$ cat src/rtl/ada_weak_lane.sv
//==============================================================================
// Module      : ada_weak_lane
// Description : One AdaBoost weak-learner lane. A 30-entry signed weight
//               store is loaded by the write strobe. The lane then computes
//               a dot product with a stream of ternary features, adds a bias
//               and emits a +/-1 prediction together with the signed class
//               vote.
// Revision    : 1.0 - initial release
//==============================================================================
`default_nettype none

module ada_weak_lane (
    input  logic               clk,
    input  logic               rst,
    input  logic               write,
    input  logic               read,
    input  logic               en,
    input  logic [4:0]         address,
    input  logic signed [8:0]  weight,
    input  logic signed [1:0]  data,
    input  logic signed [8:0]  bias,
    input  logic signed [8:0]  class_weight,
    output logic               ready,
    output logic signed [1:0]  predict,
    output logic signed [9:0]  vote,
    output logic               err
);

    localparam logic [4:0] c_LAST_IDX = 5'd29;

    typedef enum logic [2:0] {
        S_IDLE  = 3'd0,
        S_LOAD  = 3'd1,
        S_ARMED = 3'd2,
        S_ACCUM = 3'd3,
        S_DONE  = 3'd4
    } state_t;

    state_t             state_q, state_d;
    logic signed [15:0] acc_q, acc_d;
    logic [4:0]         n_q, n_d;
    logic signed [1:0]  predict_q, predict_d;
    logic signed [9:0]  vote_q, vote_d;
    logic               err_q, err_d;

    // Weight store carries no reset: weights survive rst and are replaced only by loading.
    logic signed [8:0]  wmem_q [0:29];

    logic               w_addr_ok;
    logic signed [8:0]  w_cur_w;
    logic signed [15:0] w_wext;
    logic signed [15:0] w_term;
    logic signed [15:0] w_sum;
    logic signed [15:0] w_result;
    logic signed [9:0]  w_cw_ext;
    logic               w_bad_data;

    // Datapath: current weight times ternary feature, running sum and biased result.
    always_comb begin
        w_addr_ok  = (address <= c_LAST_IDX);
        w_cur_w    = wmem_q[n_q];
        w_wext     = {{7{w_cur_w[8]}}, w_cur_w};
        w_bad_data = (data == 2'b10);
        w_term     = 16'sd0;
        case (data)
            2'b01:   w_term = w_wext;
            2'b11:   w_term = -w_wext;
            default: w_term = 16'sd0;
        endcase
        w_sum    = acc_q + w_term;
        w_result = w_sum + {{7{bias[8]}}, bias};
        w_cw_ext = {class_weight[8], class_weight};
    end

    // Next-state and output logic for the load / arm / accumulate / done sequence.
    always_comb begin
        state_d   = state_q;
        acc_d     = acc_q;
        n_d       = n_q;
        predict_d = predict_q;
        vote_d    = vote_q;
        err_d     = err_q;
        ready     = 1'b0;

        if (write && !w_addr_ok) begin
            err_d = 1'b1;
        end

        case (state_q)
            S_IDLE: begin
                if (en) begin
                    err_d = 1'b1;
                end
                if (write) begin
                    state_d = S_LOAD;
                end else if (read) begin
                    state_d = S_ARMED;
                end
            end

            S_LOAD: begin
                if (en) begin
                    err_d = 1'b1;
                end
                if (write) begin
                    state_d = S_LOAD;
                end else if (read) begin
                    state_d = S_ARMED;
                end else begin
                    state_d = S_IDLE;
                end
            end

            S_ARMED, S_ACCUM: begin
                if (write) begin
                    // Reloading mid-stream discards the partial sum.
                    err_d   = 1'b1;
                    acc_d   = 16'sd0;
                    n_d     = 5'd0;
                    state_d = S_LOAD;
                end else if (en && (read || state_q == S_ACCUM)) begin
                    if (w_bad_data) begin
                        err_d = 1'b1;
                    end
                    acc_d = w_sum;
                    n_d   = n_q + 5'd1;
                    if (n_q == c_LAST_IDX) begin
                        // Prediction and vote are registered on entry to DONE so they
                        // are already valid during the ready pulse.
                        state_d   = S_DONE;
                        predict_d = w_result[15] ? -2'sd1 : 2'sd1;
                        vote_d    = w_result[15] ? -w_cw_ext : w_cw_ext;
                    end else begin
                        state_d = S_ACCUM;
                    end
                end else if (state_q == S_ARMED && !read) begin
                    state_d = S_IDLE;
                end
            end

            S_DONE: begin
                ready = 1'b1;
                acc_d = 16'sd0;
                n_d   = 5'd0;
                if (write) begin
                    state_d = S_LOAD;
                end else if (read) begin
                    state_d = S_ARMED;
                end else begin
                    state_d = S_IDLE;
                end
            end

            default: state_d = S_IDLE;
        endcase
    end

    // Control and result registers with synchronous reset.
    always_ff @(posedge clk) begin
        if (rst) begin
            state_q   <= S_IDLE;
            acc_q     <= 16'sd0;
            n_q       <= 5'd0;
            predict_q <= 2'sd0;
            vote_q    <= 10'sd0;
            err_q     <= 1'b0;
        end else begin
            state_q   <= state_d;
            acc_q     <= acc_d;
            n_q       <= n_d;
            predict_q <= predict_d;
            vote_q    <= vote_d;
            err_q     <= err_d;
        end
    end

    // Weight store write port; out-of-range addresses are dropped.
    always_ff @(posedge clk) begin
        if (!rst && write && w_addr_ok) begin
            wmem_q[address] <= weight;
        end
    end

    assign predict = predict_q;
    assign vote    = vote_q;
    assign err     = err_q;

endmodule

`default_nettype wire

$ cat config.mk
export PLATFORM = sky130hd
export DESIGN_NAME = ada_weak_lane
export DESIGN_NICKNAME = d
export VERILOG_FILES = /design/src/rtl/ada_weak_lane.sv
export SDC_FILE = /design/constraint.sdc
export NUM_CORES = 1
export LEC_CHECK = 0
export ABC_AREA = 1
export CAP_MARGIN = 20
export CORE_MARGIN = 2
export CORE_UTILIZATION = 55
export CTS_CLUSTER_SIZE = 25
export DETAILED_ROUTE_END_ITERATION = 10
export GPL_TIMING_DRIVEN = 0
export PLACE_DENSITY_LB_ADDON = 0.1
export SYNTH_ARGS = -nofsm -noshare
export SYNTH_HDL_FRONTEND = slang
export SYNTH_SLANG_ARGS = --single-unit
$ cat constraint.sdc
create_clock -name clk -period 5.85 [get_ports clk]
set_input_delay 1.755 -clock clk [delete_from_list [all_inputs] [get_ports clk]]
set_output_delay 1.755 -clock clk [all_outputs]
set_load 0.03 [all_outputs]
==> impl_metrics.env, run 1 <==
export IMPL_outcome="finished with violations"
export IMPL_violations="negative setup slack"
export IMPL_critPathTopFamily="simple AND/OR/NAND/NOR gates"
export IMPL_timing_fmax_ghz=0.1703
export IMPL_comb_power_share_pct=7.9
export IMPL_endpoint="vote[5]$_SDFFE_PP0P_"
export IMPL_drt_initial_drc_count=1389
export IMPL_ctsLongestPathBuffers=3
export IMPL_portBuffers=50
export IMPL_yosysWarnings=0
export IMPL_viasPerCell=5.919
export IMPL_synth_seq_area_share_pct=62.94
export IMPL_timing_final_ws_setup_ps=-22.33
export IMPL_cp_end_kind="flip-flop"
export IMPL_crit_arrival_ps=6280
export IMPL_synth_async_sr_flop_share_pct=0
export IMPL_relSlewSlack_pct=28.39
export IMPL_path_depth=45
export IMPL_fp_dieH_microns=164.8
export IMPL_p_total_uw=5011
export IMPL_r2r_cells=45
export IMPL_cts_sinks=312
export IMPL_routed_wl_microns=42260
export IMPL_dp_worst_setup_slack_ps=-1089
export IMPL_critical_path_class="reg -> reg"
export IMPL_cp_required_ps=6260
export IMPL_grt_first_pass_wirelength_microns=61600
export IMPL_r2r_end="vote[5]$_SDFFE_PP0P_"
export IMPL_ios=53
export IMPL_final_max_slew_viol_count=0
export IMPL_gp_congestion=0.8880
export IMPL_synth_cell_types=46
export IMPL_overflow=0
export IMPL_first_global_vias=10550
export IMPL_wl_per_cell_microns=21.92
export IMPL_die_area_sq_mm=0.02715
export IMPL_detail_route_antenna_nets=0
export IMPL_cts_tree="built"
export IMPL_place_hpwl_microns=27520
export IMPL_n_antenna_cell=0
export IMPL_chipWidth_microns=164.8
export IMPL_finClkSkew_ps=17.11
export IMPL_max_cap_violations=0
export IMPL_via_count=11410
export IMPL_yosysTopAreaCellShare_pct=57.03
export IMPL_seq_power_share_pct=48.7
export IMPL_grt_setup_unrepaired="yes"
export IMPL_synth_flop_cell="edfxtp_1"
export IMPL_crit_path_max_fanout=6
export IMPL_syn_inst=1402
export IMPL_htree_levels=2
export IMPL_rows=58
export IMPL_power_density_mw_per_mm2=282.4
export IMPL_placed_area_sq_mm=0.01548
export IMPL_timing_hold_ws_ps=472.8
export IMPL_start_util_pct=56.30
export IMPL_hold_buffers=0
export IMPL_cp_slowest_cell="dfxtp_2"
export IMPL_ys_ff_latch=312
export IMPL_root_buffer="clkbuf_16"
export IMPL_clk_pin_slew_worst_paths_ps=60
export IMPL_start_kind="flip-flop"
export IMPL_min_path_type="reg -> reg"
export IMPL_max_stage_delay_ps=330
export IMPL_antenna_found_initial=0
export IMPL_swShare_pct=22.06
export IMPL_grt_max_degree=31
export IMPL_synth_common_cells="416 x nand2_1, 270 x edfxtp_1, 210 x nand3_1, 95 x nor2_1, 74 x inv_1"
export IMPL_synth_most_common_cell="nand2_1"
export IMPL_core_area_sq_mm=0.02525
export IMPL_fin_crit_ps=5872
export IMPL_grt_use_total_pct=31.07
export IMPL_finalSetupViolCount=1
export IMPL_switchingPower_uw=1105
export IMPL_syn_area_sq_mm=0.01422
export IMPL_period_share_pct=100.4
export IMPL_path_common_cell="nand2_1"
export IMPL_fin_util_pct=70.26
export IMPL_worst_pin_slew_ps=1071
export IMPL_hold_viol_final=0
export IMPL_nNetsFinal=1649
export IMPL_drive_above_1_share_pct=19.40
export IMPL_synth_largest_area_cell="edfxtp_1"
export IMPL_dr_pass1_iters=5
export IMPL_syn_nets=1475
export IMPL_synth_area_top_cells="edfxtp_1 57%, nand2_1 11%, nand3_1 7.4%"
export IMPL_final_cell_area_sq_mm=0.01774
export IMPL_syn_to_final_growth_pct=24.81
export IMPL_r2r_setup_slack_ps=-20
export IMPL_internal_power_uw=3906
export IMPL_synth_edf_count=270
export IMPL_path_buf_inv=6
export IMPL_syn_area_per_cell_sq_um=10.14
export IMPL_clkLatencyLatePin_ps=510
export IMPL_p_leak_uw=0.006913
export IMPL_clkPwrFrac_pct=43.4
export IMPL_vdd_drop_max_mv=0.2421
export IMPL_cts_buffers=35
export IMPL_drc=0
[power groups by stage]
stage | Sequential, uW | Combinational [uW] | Clock, uW
CTS | 2440 | 336 | 2180
detailed placement | 2490 | 302 | 0
finish | 2440 | 395 | 2180
global route | 2440 | 427 | 2280
global placement | 2490 | 289 | 0
floorplan | 2490 | 174 | 0
[layout make-up]
| type | count | area (sq um) |
|---|---|---|
| multi-input combinational | 949 | 5039 |
| clock buffer | 41 | 898.4 |
| sequential | 312 | 8950 |
| timing repair buffer | 137 | 1384 |
| fill | 1814 | 7510 |
| inverter | 79 | 316.6 |
| tap | 330 | 412.9 |
| buffer | 62 | 523.0 |
| clock inverter | 18 | 221.5 |
[sequential cells by signal, indices dropped and copies added, names as in the netlist, named ones only]
name     cells
vote        10
n_q          5
wmem_q     270
acc_q       16
err          1
state_q      3
predict      2
[how the worst min path moves through the flow]
| stage | start | end | slack (ps) | cells past startpoint |
|---|---|---|---|---|
| after global routing | acc_q[9]$_SDFFE_PP0P_ | acc_q[9]$_SDFFE_PP0P_ | 490 | 2 |
| after global placement | acc_q[0]$_SDFFE_PP0P_ | acc_q[0]$_SDFFE_PP0P_ | 460 | 2 |
| after floorplan | acc_q[0]$_SDFFE_PP0P_ | acc_q[0]$_SDFFE_PP0P_ | 450 | 2 |
| final | acc_q[2]$_SDFFE_PP0P_ | acc_q[2]$_SDFFE_PP0P_ | 470 | 2 |
| after detailed placement | acc_q[12]$_SDFFE_PP0P_ | acc_q[12]$_SDFFE_PP0P_ | 470 | 2 |
| after CTS | acc_q[0]$_SDFFE_PP0P_ | acc_q[0]$_SDFFE_PP0P_ | 470 | 2 |
[layer usage]
| metal | part of all wire (%) | GRT usage [%] | wire [microns] | vias to the layer above |
|---|---|---|---|---|
| met4 | 3.6 | 11.15 | 1524 | 0 |
| met5 | 0 | 0 | 0 | - |
| li1 | - | - | - | 5188 |
| met3 | 11 | 5.701 | 4827 | 124 |
| met1 | 40 | 43.88 | 16800 | 5422 |
| met2 | 45 | 48.67 | 19110 | 677 |
[stage by stage]
step	std cells	TNS, ps
2_1_floorplan	1402	0
3_3_place_gp	1782	-9314
3_5_place_dp	1813	-10450
4_1_cts	1900	0
5_1_grt	1928	-2870
6_report	1928	-22.33
[tightest hold or removal path: stages, from the launching register on]
cell,delay [ps]
dfxtp_1,310
nand2_1,60
a21oi_1,60
[cells by family after synthesis]
group | Yosys count | share of synthesized area (%)
AND/OR/NAND/NOR | 764 | 22.87
XOR/XNOR | 22 | 1.355
buffers and inverters | 142 | 4.752
AO/OA/AOI/OAI | 128 | 5.034
adder cells (fa/ha/maj) | 34 | 3.045
flip-flops | 312 | 62.94
[repair_timing]
item,in CTS,in global routing
setup endpoints to repair,10,10
setup buffers,25,26
pin swaps,24,70
endpoints found under the hold margin,0,0
cloned,3,0
gates resized for setup,81,109
[cell usage in the layout (no fill, tap or decap), types with 7 or more instances in the layout]
cell             netlist  final
nand2_1              416    380
edfxtp_1             270    270
nand3_1              210    186
nor2_1                95     93
buf_4                  3     68
inv_1                 74     65
a21oi_1               56     49
clkdlybuf4s50_1        0     49
dfxtp_1               42     41
clkbuf_16              0     35
nand2_2                4     34
buf_6                 12     31
o21ai_0               35     30
ha_1                  33     29
nand3_2                1     24
buf_2                 31     14
clkbuf_1              16     14
xor2_1                14     13
buf_12                 0     11
o21ai_1                6     10
nor3_1                17     10
inv_2                  2      9
o22ai_1                8      8
nand2_4                1      8
buf_8                  0      7
nor3_2                 0      7
xnor2_1                8      7
Power figures use the tool's default switching activity.
==> run 2: changes to the inputs <==
CTS_CLUSTER_SIZE = 40   (was 25)
==> results of run 2 <==
Final layout, timing and power as in run 1 (identical DEF).
==> run 3: changes to the inputs <==
TNS_END_PERCENT = 100   (was default)
==> results of run 3 <==
Final layout, timing and power as in run 1 (identical DEF).
